## src/rtl/tt_ldb_drain_sequencer.sv

```systemverilog
// Load-data-buffer drain sequencer for the vector load path.
// Runs one drain job at a time. Each job reads a run of load-queue entries
// in order and writes their data into consecutive LDB slots. Every write
// frees its LQ entry and reports the completed slot back to the scoreboard.
// LQ read responses pass through a small FIFO. Reads are limited by credit,
// so that FIFO can never overflow.
// A flush aborts the job. Responses for reads that were already issued are
// counted and dropped when they come back later.
module tt_ldb_drain_sequencer #(
    parameter int LQ_DEPTH       = 8,
    parameter int LDB_DEPTH      = 8,
    parameter int DATA_W         = 512,
    parameter int RSP_FIFO_DEPTH = 2
) (
    input  logic                         clk,
    input  logic                         reset_n,
    input  logic                         i_drain_req_valid,
    input  logic [3:0]                   i_drain_req_count,
    input  logic [$clog2(LQ_DEPTH)-1:0]  i_drain_req_lqid,
    input  logic [$clog2(LDB_DEPTH)-1:0] i_drain_req_ldb,
    output logic                         o_draining,
    output logic                         o_lq_rd_valid,
    output logic [$clog2(LQ_DEPTH)-1:0]  o_lq_rd_idx,
    input  logic                         i_lq_rd_ready,
    input  logic                         i_lq_rsp_valid,
    input  logic [DATA_W-1:0]            i_lq_rsp_data,
    output logic                         o_ldb_wr_valid,
    output logic [$clog2(LDB_DEPTH)-1:0] o_ldb_wr_idx,
    output logic [DATA_W-1:0]            o_ldb_wr_data,
    input  logic                         i_ldb_wr_ready,
    output logic                         o_lq_free_valid,
    output logic [$clog2(LQ_DEPTH)-1:0]  o_lq_free_idx,
    output logic                         o_drain_complete_valid,
    output logic [$clog2(LDB_DEPTH)-1:0] o_drain_complete_ldb_idx,
    input  logic                         i_flush
);

    localparam int LQ_W  = $clog2(LQ_DEPTH);
    localparam int LDB_W = $clog2(LDB_DEPTH);
    localparam int PTR_W = (RSP_FIFO_DEPTH > 1) ? $clog2(RSP_FIFO_DEPTH) : 1;
    localparam int OCC_W = $clog2(RSP_FIFO_DEPTH + 1);

    typedef enum logic [1:0] {
        ST_IDLE,
        ST_RUN,
        ST_DRAIN_WAIT
    } state_t;

    state_t             state_reg;
    state_t             state_next;
    logic               job_accept;

    logic [3:0]         job_count_reg;
    logic [LQ_W-1:0]    job_lqid_reg;
    logic [LDB_W-1:0]   job_ldb_reg;
    logic [3:0]         rd_issued_reg;
    logic [3:0]         rd_issued_next;
    logic [3:0]         wr_done_reg;
    logic [3:0]         wr_done_next;
    logic [3:0]         outstanding_reg;
    logic [3:0]         drop_cnt_reg;
    logic [3:0]         drop_cnt_next;

    logic [DATA_W-1:0]  fifo_mem [RSP_FIFO_DEPTH];
    logic [PTR_W-1:0]   fifo_rd_ptr_reg;
    logic [PTR_W-1:0]   fifo_wr_ptr_reg;
    logic [OCC_W-1:0]   fifo_occ_reg;

    logic               busy;
    logic               rd_valid;
    logic               rd_hs;
    logic               rsp_drop;
    logic               rsp_ours;
    logic               fifo_push;
    logic               fifo_pop;
    logic               wr_valid;
    logic               wr_hs;
    logic [4:0]         credit_used;
    logic [LQ_W-1:0]    rd_idx;
    logic [LQ_W-1:0]    free_idx;
    logic [LDB_W-1:0]   wr_idx;

    // Advance a FIFO pointer. The FIFO depth need not be a power of two.
    function automatic logic [PTR_W-1:0] ptr_inc(input logic [PTR_W-1:0] p);
        return (p == PTR_W'(RSP_FIFO_DEPTH - 1)) ? '0 : p + 1'b1;
    endfunction

    // Handshakes, credit check and wrapped indices.
    // A read is issued only if its response is sure to have room in the FIFO.
    // Responses are dropped while there are still aborted reads to discard.
    always_comb begin
        busy           = (state_reg != ST_IDLE);
        credit_used    = 5'(outstanding_reg) + 5'(fifo_occ_reg);
        rd_valid       = (state_reg == ST_RUN) && (rd_issued_reg < job_count_reg)
                         && (credit_used < 5'(RSP_FIFO_DEPTH));
        rd_hs          = rd_valid && i_lq_rd_ready;
        rsp_drop       = i_lq_rsp_valid && (drop_cnt_reg != 4'd0);
        rsp_ours       = i_lq_rsp_valid && (drop_cnt_reg == 4'd0) && (outstanding_reg != 4'd0);
        fifo_push      = rsp_ours;
        wr_valid       = (fifo_occ_reg != '0);
        wr_hs          = wr_valid && i_ldb_wr_ready;
        fifo_pop       = wr_hs;
        rd_issued_next = rd_issued_reg + 4'(rd_hs);
        wr_done_next   = wr_done_reg + 4'(wr_hs);
        rd_idx         = job_lqid_reg + LQ_W'(rd_issued_reg);
        free_idx       = job_lqid_reg + LQ_W'(wr_done_reg);
        wr_idx         = job_ldb_reg + LDB_W'(wr_done_reg);
        drop_cnt_next  = drop_cnt_reg - 4'(rsp_drop);
        if (i_flush) begin
            drop_cnt_next = drop_cnt_next + outstanding_reg + 4'(rd_hs) - 4'(rsp_ours);
        end
    end

    // Job sequencing. The job ends in the cycle its last write is accepted.
    // A zero-count job therefore spends exactly one cycle busy. Flush wins
    // over everything, including a request arriving in the same cycle.
    always_comb begin
        state_next = state_reg;
        job_accept = 1'b0;
        case (state_reg)
            ST_IDLE: begin
                if (i_drain_req_valid) begin
                    job_accept = 1'b1;
                    state_next = ST_RUN;
                end
            end
            ST_RUN, ST_DRAIN_WAIT: begin
                if (rd_issued_next == job_count_reg) begin
                    state_next = (wr_done_next == job_count_reg) ? ST_IDLE : ST_DRAIN_WAIT;
                end
            end
            default: state_next = ST_IDLE;
        endcase
        if (i_flush) begin
            state_next = ST_IDLE;
            job_accept = 1'b0;
        end
    end

    // State register, latched job, and progress and drop counters.
    always_ff @(posedge clk) begin
        if (!reset_n) begin
            state_reg       <= ST_IDLE;
            job_count_reg   <= '0;
            job_lqid_reg    <= '0;
            job_ldb_reg     <= '0;
            rd_issued_reg   <= '0;
            wr_done_reg     <= '0;
            outstanding_reg <= '0;
            drop_cnt_reg    <= '0;
        end else begin
            state_reg <= state_next;
            if (job_accept) begin
                job_count_reg <= i_drain_req_count;
                job_lqid_reg  <= i_drain_req_lqid;
                job_ldb_reg   <= i_drain_req_ldb;
                rd_issued_reg <= '0;
                wr_done_reg   <= '0;
            end else begin
                rd_issued_reg <= rd_issued_next;
                wr_done_reg   <= wr_done_next;
            end
            outstanding_reg <= i_flush ? 4'd0 : outstanding_reg + 4'(rd_hs) - 4'(rsp_ours);
            drop_cnt_reg    <= drop_cnt_next;
        end
    end

    // Response FIFO control. A flush empties it together with the job.
    always_ff @(posedge clk) begin
        if (!reset_n || i_flush) begin
            fifo_rd_ptr_reg <= '0;
            fifo_wr_ptr_reg <= '0;
            fifo_occ_reg    <= '0;
        end else begin
            assert (!(fifo_push && !fifo_pop && (fifo_occ_reg == OCC_W'(RSP_FIFO_DEPTH))));
            if (fifo_push) fifo_wr_ptr_reg <= ptr_inc(fifo_wr_ptr_reg);
            if (fifo_pop)  fifo_rd_ptr_reg <= ptr_inc(fifo_rd_ptr_reg);
            fifo_occ_reg <= fifo_occ_reg + OCC_W'(fifo_push) - OCC_W'(fifo_pop);
        end
    end

    // FIFO storage. It is not reset, because every read of it is gated by occupancy.
    always_ff @(posedge clk) begin
        if (fifo_push) fifo_mem[fifo_wr_ptr_reg] <= i_lq_rsp_data;
    end

    // Output drive. Index and data buses read zero whenever their valid is low.
    always_comb begin
        o_draining               = busy;
        o_lq_rd_valid            = rd_valid;
        o_lq_rd_idx              = rd_valid ? rd_idx : '0;
        o_ldb_wr_valid           = wr_valid;
        o_ldb_wr_idx             = wr_valid ? wr_idx : '0;
        o_ldb_wr_data            = wr_valid ? fifo_mem[fifo_rd_ptr_reg] : '0;
        o_lq_free_valid          = wr_hs;
        o_lq_free_idx            = wr_hs ? free_idx : '0;
        o_drain_complete_valid   = wr_hs;
        o_drain_complete_ldb_idx = wr_hs ? wr_idx : '0;
    end

endmodule

```

## config.mk

```make
export PLATFORM = sky130hd
export DESIGN_NAME = tt_ldb_drain_sequencer
export DESIGN_NICKNAME = d
export VERILOG_FILES = /design/src/rtl/tt_ldb_drain_sequencer.sv
export SDC_FILE = /design/constraint.sdc
export NUM_CORES = 1
export LEC_CHECK = 0
export ABC_AREA = 1
export CAP_MARGIN = 0
export CORE_AREA = 4 4 414 416
export DETAILED_ROUTE_END_ITERATION = 12
export DIE_AREA = 0 0 418 420
export GPL_TIMING_DRIVEN = 0
export RECOVER_POWER = 100
export SKIP_LAST_GASP = 1
export SYNTH_ARGS = -nofsm -noshare
export SYNTH_HDL_FRONTEND = slang
export SYNTH_SLANG_ARGS = --single-unit
```

## constraint.sdc

```tcl
create_clock -name clk -period 40.4 [get_ports clk]
set_clock_uncertainty 0.05 [all_clocks]
set_input_delay 12.12 -clock clk [delete_from_list [all_inputs] [get_ports clk]]
set_output_delay 12.12 -clock clk [all_outputs]
set_load 0.01 [all_outputs]
```

Word level (Yosys, flattened, before mapping)
Memory sizes are Yosys's and may differ from the RTL's. A register that Yosys moved wholly into a read port is not among the register bits. Index checks and enable logic that the tools add are counted.

Bits in writable memories: 1024. Logic and storage cells: 75. Output and inout port bits: 529. Bits of input ports: 529. Bits in registers: 32. Memories: 1.

Memories: fifo_mem (words 2, width 512, rd ports 1, clocked after Yosys merged registers in 1, write ports 1, line 64) `logic [DATA_W-1:0] fifo_mem [RSP_FIFO_DEPTH];`.

Add/sub/neg operators: 16. Equal/unequal tests: 6. $lt $le $gt $ge: 2. Reduce and logical (&&, ||, !) cells: 19. Bitwise gates (word level): 1. Multiplexer cells: 19.

Operators by type and width (count): 512-bit 2-to-1 mux (1); 4-bit by 1-bit adder with 4-bit output (4); 3-bit 2-to-1 mux (4); 4-bit by 1-bit subtractor with 4-bit output (3); 3-bit adder (3); 1-bit 2-to-1 mux (9); 4-bit == test (2); 4-bit nonzero test (2); 1-bit logical AND (7); 2-bit 2-to-1 mux (3); 2-bit OR reduction (3); 4-bit by 2-bit adder with 5-bit output (1); 5-bit by 2-bit less-than comparator with 1-bit output (second input constant) (1); 4-bit adder (1); 4-bit logical NOT (1); 4-bit less-than comparator (1); 4-bit 2-to-1 mux (1); 2-bit inequality test (second input constant) (2); 2-bit one-hot mux with 2 select lines (1); 2-bit nonzero test (2); 1-bit adder (second input constant) (2); 2-bit by 1-bit adder with 2-bit output (1); 2-bit by 1-bit == test with 1-bit output (second input constant) (1); 2-bit == test (second input constant) (1); 6 further kinds (6).

Longest topological paths before layout
Gate-level depths: netlist of run 1.

Depth after elaboration: 8. Mapped depth: 21. Mapped depth without buffers: 21.

Least setup slack after synthesis of run 1
OpenSTA, ideal clock, no wires.

Kind: input to register. From: input i_lq_rsp_valid. To: memory fifo_mem[1][0], enable pin. Library setup time: 1.403 ns. Arrival: 33.461 ns. Slack: 5.486 ns. Buffers on the path: 0. Data required time: 38.947 ns. Stages on the path: 2. Cell sequence: nand3_1 nor2_1.

Longest elaborated chain between the ends: 4.

Ends and longest elaborated chain: start, declared (line 25) `input logic i_lq_rsp_valid,`; 1-bit logical AND (2 in series) (line 98) `rsp_ours = i_lq_rsp_valid && (drop_cnt_reg == 4'd0) && (outstanding_reg != 4'd0);`; 1-bit 2-to-1 mux (line 184) `if (fifo_push) fifo_mem[fifo_wr_ptr_reg] <= i_lq_rsp_data;`; 1-bit 2-to-1 mux (implied by the code) (line 184); end, declared (line 64).

Every way passes these cells.

Worst setup path after layout of run 1
From: input i_ldb_wr_ready. To: output o_lq_free_valid.

Longest elaborated chain between the ends: 1.

Ends and longest elaborated chain: start, declared (line 30) `input logic i_ldb_wr_ready,`; 1-bit logical AND (line 101) `wr_hs = wr_valid && i_ldb_wr_ready;`; end, declared (line 31) `output logic o_lq_free_valid,`.

Every way passes these cells.

==> results of run 1 <==
## worst paths after layout
check / startpoint / to / slack [ns] / cells past startpoint
min: fifo_rd_ptr_reg / fifo_rd_ptr_reg / 0.41 / 1
max: i_ldb_wr_ready / o_lq_free_valid / 14.04 / 5
min reg2reg: fifo_rd_ptr_reg / fifo_rd_ptr_reg / 0.41 / 1
max reg2reg: outstanding_reg[2] / fifo_mem[0][487] / 27.52 / 14
## per-layer routing
layer / GRT usage, % / routed length, um / up-vias
li1: - / - / 13224
met1: 16.4 / 50000 / 13838
met2: 29.7 / 78100 / 1095
met3: 5.02 / 11600 / 298
met4: 5.49 / 5130 / 26
met5: 0 / 164 / -
## kinds of logic (layout without fill, tap and decap cells)
group,count (synthesis),in the layout
XOR/XNOR,14,14
other,0,55
buffers and inverters,231,1537
AO/OA/AOI/OAI,550,550
flip-flops,1057,1057
adder cells (fa/ha/maj),36,36
AND/OR/NAND/NOR,1143,1143
## synth_stat cells, drive strengths merged
cell	count
ha	29
xor2	5
nor2	56
edfxtp	1024
clkbuf	8
a21oi	525
nand4	2
or2	1
nand2b	1
buf	166
o21a	2
o21ai	16
o211ai	1
inv	55
o21bai	1
a21boi	1
o22ai	2
fa	7
dfxtp	33
nand3	15
nand2	1066
nor3	2
a211oi	2
clkinv	2
xnor2	9
## critical path: stages
cell and delay [ns]:
dlygate4sd3_1 0.64, nand2_1 0.22, inv_1 0.44, clkbuf_4 0.24
clkdlybuf4s50_1 0.53
## metrics by stage
stage | util (%) | area (um^2) | hold slack (ns)
after detailed placement | 32.6 | 54600 | 0.401
after global routing | 34.2 | 57300 | 0.444
final | 34.3 | 57300 | 0.413
after global placement | 32.1 | 53600 | 0.386
after floorplan | - | 40300 | 0.375
after CTS | 34.7 | 58100 | 0.412
## power by group through the flow
stage	Combinational, mW	Clock (mW)	Sequential (mW)
after floorplan	0.0434	0	1.25
after global placement	0.121	0	1.25
after detailed placement	0.127	0	1.24
after CTS	0.128	1.02	1.22
after global routing	0.126	1.07	1.22
final	0.113	0.993	1.22
## final cells by class
type                       instances  area (um^2)  area share (%)
sequential                      1057        31400            54.8
multi-input combinational       1743         7740            13.5
timing repair buffer            1099        10700            18.7
tap                             2204         2760            4.81
clock inverter                    74          603            1.05
buffer                           174          788            1.38
inverter                          57          215           0.375
clock buffer                     133         2920            5.10
antenna                           55          138           0.240
==> reports/qor.csv, run 1 <==
metric;value;unit
Max Freq;37.9;MHz
htree depth;3;
Max-Cap Viols;27;
period utilisation layout;65.3;%
Setup violations, final;0;
most frequent cells in the layout;nand2_1, edfxtp_1, dlygate4sd3_1;
Bufs on Longest Clock Path;3;
first-pass GRT wire length;200000;um
register bit total from synthesis;1057;
Root Driver;clkbuf_16;
pre-CTS setup slack;14.45;ns
number of buffers added for setup after CTS;0;
number of buffers created by CTS;113;
combinational share of power;4.9;%
power share of the clock group;42.8;%
VDD IR max;38.9;uV
largest area contributor in the netlist;edfxtp_1;
row count;150;
WL/cell;22.0;um
worst skew pair latency;0.74;ns
share of the synthesized area in the top cell type;76.3;%
compound-cell area share of the yosys netlist;6.88;%
Leak;21.1;nW
Layout area overhead;42.2;%
status;complete, but fails checks;
Die Y-Extent;420;um
Min-Delay Path Class;flip-flop to flip-flop;
synthesized net count;3596;
Most flops, register;fifo_mem;
Reg power frac;52.4;%
Fin. Hold Viols;0;
Post-DRT Antenna Nets;0;
clock sink count;1057;
yosys warns;0;
Net Sw Power;495;uW
Worst EP required;28.23;ns
startpoint types;input pin;
crit-path max FO;7;
CP endpoint kind;output port;
Die ar.;176000;um^2
1st-pass router iterations;5;
commonest non-fill, non-tap cell in the layout;nand2_1;
IO Count;1058;
share of layout cells above drive strength 1;5.93;%
nets;4810;
Least-Margin Pin Slew;1.91;ns
CTS tree;built;
pin count of the biggest net entering global routing;32;
cell count after placement;6334;
multiplexer share of the synthesized area;0;%
vias post-DR;28481;
hold_buf cts;0;
synth top area cells;edfxtp_1, nand2_1, a21oi_1, buf_2, dfxtp_1;
initial antenna violation count;101;
Cells after Synth;3031;
min cycle time layout;26.36;ns
RSZ-0062 raised after global routing;false;
Sw Ratio;21.3;%
Internal Power;1.83;mW
critical path arrival;14.19;ns
Tot GR Track Use;15.8;%
number of distinct library cells after synthesis;36;
Synth Area in Simple Gates;10.8;%
Mean Syn Cell Area;13.3;um^2
CP Class;input pin to output port;
Clock transition at path regs;0.06;ns
share of the yosys chip area belonging to registers;77.9;%
Detail Placement HPWL;110000;um
Routed WL;145000;um
Mapped Area;40300;um^2
TNS Setup;0;ns
Synth Area in XOR/XNOR;0.304;%
vias in the first global route;28035;
Power Density;40.5;nW/um^2
violated checks;max-capacitance violations, max-slew violations;
Synth Area in Adders;1.25;%
fin worst setup slack;14.04;ns
GPL Wtd Cong;0.852;
worst rel slew slack;-27.3;%
post-CTS sizing;0;
initial DRC count;1879;
Layout fillers;16430;
Starting Density;24.1;%
combinational family with the most area after synthesis;simple AND/OR/NAND/NOR gates;
Largest register FFs;1024;
fin cells;6596;
Die W;418;um
max-slew violations;750;
PortBufs;1057;
Total Power;2.32;mW
vias per cell;4.32;
core box area;167000;um^2
grt ovf;0;
number of remaining DRC errors;0;
Note: power is estimated with default switching activity, not from simulation.
==> inputs of run 2 (changes only) <==
==> constraint.sdc (replaced) <==
create_clock -name clk -period 27 [get_ports clk]
set_clock_uncertainty 0.05 [all_clocks]
set_input_delay 8.1 -clock clk [delete_from_list [all_inputs] [get_ports clk]]
set_output_delay 8.1 -clock clk [all_outputs]
set_load 0.01 [all_outputs]
==> run 2 against run 1 <==
Critical endpoint is now fifo_mem[0][482]. The flow still finishes with violations (max-capacitance violations, max-slew violations). Clock power increased by 48%. Core utilization about the same. Total power increased by 49%.
==> reports/qor.csv, run 2 (synthesized netlist as in run 1, its figures left out) <==
metric;value;unit
Total Power;3.46;mW
fin util;34.3;%
Die Y-Extent;420;um
combinational share of power;4.9;%
number of buffers created by CTS;114;
Fin. Hold Viols;0;
Worst EP required;27.27;ns
Die W;418;um
Least-Margin Pin Slew;1.91;ns
VDD IR max;49.0;uV
first-pass GRT wire length;202000;um
1st-pass router iterations;5;
Leak;21.2;nW
Die ar.;176000;um^2
Multi-input gate area;7740;um^2
Clock transition at path regs;0.06;ns
CTS tree;built;
vias per cell;4.32;
initial antenna violation count;105;
power share of the clock group;42.5;%
Sw Ratio;21.6;%
number of buffers added for setup after CTS;0;
nets;4810;
Max-Cap Viols;27;
PortBufs;1057;
pin count of the biggest net entering global routing;33;
RSZ-0062 raised after global routing;false;
Post-DRT Antenna Nets;0;
vias in the first global route;28433;
Worst setup startpoint;i_lq_rsp_valid;
period utilisation layout;69.7;%
core box area;167000;um^2
Starting Density;24.1;%
share of layout cells above drive strength 1;6.36;%
Largest register FFs;1024;
reg2reg path depth;13;
origin of the critical flop-to-flop path;outstanding_reg[2];
grt ovf;0;
slowest stage delay, CP;1.45;ns
worst rel slew slack;-27.1;%
startpoint types;input pin;
status;complete, but fails checks;
Layout fillers;16384;
slowest CP cell;clkbuf_1;
Setup violations, final;0;
number of remaining DRC errors;0;
CP most frequent cell;clkbuf_1;
Critical Path End;fifo_mem[0][482];
Routed WL;146000;um
initial DRC count;1879;
max-slew violations;772;
worst path bufs/invs;9;
WL/cell;22.2;um
Root Driver;clkbuf_16;
crit-path max FO;29;
Internal Power;2.71;mW
CP endpoint kind;flip-flop;
htree depth;3;
Detail Placement HPWL;111000;um
CP Class;input pin to flip-flop;
IO Count;1058;
Max Freq;53.1;MHz
reg-to-reg endpoint;fifo_mem[0][482];
critical path arrival;19.09;ns
worst skew pair latency;0.75;ns
clock sink count;1057;
family with the most delay on the worst path;buffers and inverters;
min cycle time layout;18.82;ns
Net Sw Power;746;uW
Layout area overhead;42.1;%
Tot GR Track Use;15.9;%
Bufs on Longest Clock Path;3;
most frequent cells in the layout;nand2_1, edfxtp_1, dlygate4sd3_1;
violated checks;max-capacitance violations, max-slew violations;
GPL Wtd Cong;0.853;
flop-to-flop setup slack;15.28;ns
commonest non-fill, non-tap cell in the layout;nand2_1;
Min-Delay Path Class;flip-flop to flip-flop;
vias post-DR;28477;
Most flops, register;fifo_mem;
Storage cell area;31400;um^2
Reg power frac;52.6;%
Power Density;60.3;nW/um^2
CP Depth;11;
post-CTS sizing;0;
crit-path cells;dlygate4sd3_1 -> nand3_1 -> nor2_1 -> clkbuf_1 -> clkbuf_1 -> clkbuf_1 -> clkbuf_1 -> clkbuf_1 -> clkbuf_1 -> clkbuf_1 -> clkbuf_1;
row count;150;
hold_buf cts;0;
run 2: cell count changes in the layout (fill, tap and decap cells not counted), moves of 2 or more:
cell and change:
buf_2 +3, buf_4 +8, bufinv_16 -5, clkbuf_1 -2, clkbuf_16 +2, clkbuf_8 +3, clkdlybuf4s50_1 -11, clkinv_1 -13
clkinv_2 +9, diode_2 -7, dlygate4sd3_1 +11, inv_6 -2
run 2: layout make-up:
type                            instances  area share [%]
Multi-Input combinational cell       1743            13.5
Clock inverter                         64           0.762
Tap cell                             2204            4.81
Timing Repair Buffer                 1098            18.7
Inverter                               57           0.376
Buffer                                174            1.43
Clock buffer                          148            5.33
Antenna cell                           48           0.210
Sequential cell                      1057            54.8
run 2: worst reg2reg max path: stages, from the launching register on:
cell and delay, ns:
dfxtp_1 0.40, inv_1 0.12, ha_1 0.22, nand3_1 0.08, nand3_1 0.17, nor2_1 0.63
clkbuf_1 0.87, clkbuf_1 1.01, clkbuf_1 1.36, clkbuf_1 1.33, clkbuf_1 1.34, clkbuf_1 1.46
clkbuf_1 0.85, clkbuf_1 1.38
run 2: how the worst min path moves through the flow:
stage	to	slack (ns)	depth (start not counted)	from
finish	flip-flop	0.42	1	fifo_rd_ptr_reg
global route	fifo_rd_ptr_reg	0.47	1	fifo_rd_ptr_reg
CTS	flip-flop	0.42	1	fifo_rd_ptr_reg
detailed placement	flip-flop	0.40	1	fifo_rd_ptr_reg
global placement	fifo_rd_ptr_reg	0.38	1	fifo_rd_ptr_reg
floorplan	flip-flop	0.38	1	fifo_rd_ptr_reg
run 2: power by group through the flow:
stage / clock network (mW) / registers (mW) / logic (mW)
after floorplan: 0 / 1.86 / 0.0649
after global placement: 0 / 1.86 / 0.180
after detailed placement: 0 / 1.85 / 0.188
after CTS: 1.51 / 1.82 / 0.190
after global routing: 1.58 / 1.82 / 0.187
final: 1.47 / 1.82 / 0.168
run 2: stage by stage:
step | setup slack [ns] | setup TNS [ns] | hold slack (ns) | area (um^2) | instances
floorplan | 4.79 | 0 | 0.375 | 40300 | 3031
detailed placement | 9.15 | 0 | 0.403 | 54500 | 6333
global route | 7.41 | 0 | 0.473 | 57300 | 6577
global placement | -4.83 | -4751.31 | 0.385 | 53700 | 6292
finish | 8.18 | 0 | 0.420 | 57300 | 6593
CTS | 9.14 | 0 | 0.422 | 58000 | 6545
run 2: routing by layer:
| metal | vias up | track usage [%] | part of all wire (%) | wire length, um |
|---|---|---|---|---|
| li1 | 13179 | - | - | - |
| met1 | 13850 | 16.0 | 34 | 49300 |
| met2 | 1111 | 30.2 | 55 | 79600 |
| met3 | 307 | 5.37 | 8.1 | 11900 |
| met4 | 30 | 5.74 | 3.5 | 5070 |
| met5 | - | 0 | 0.13 | 193 |
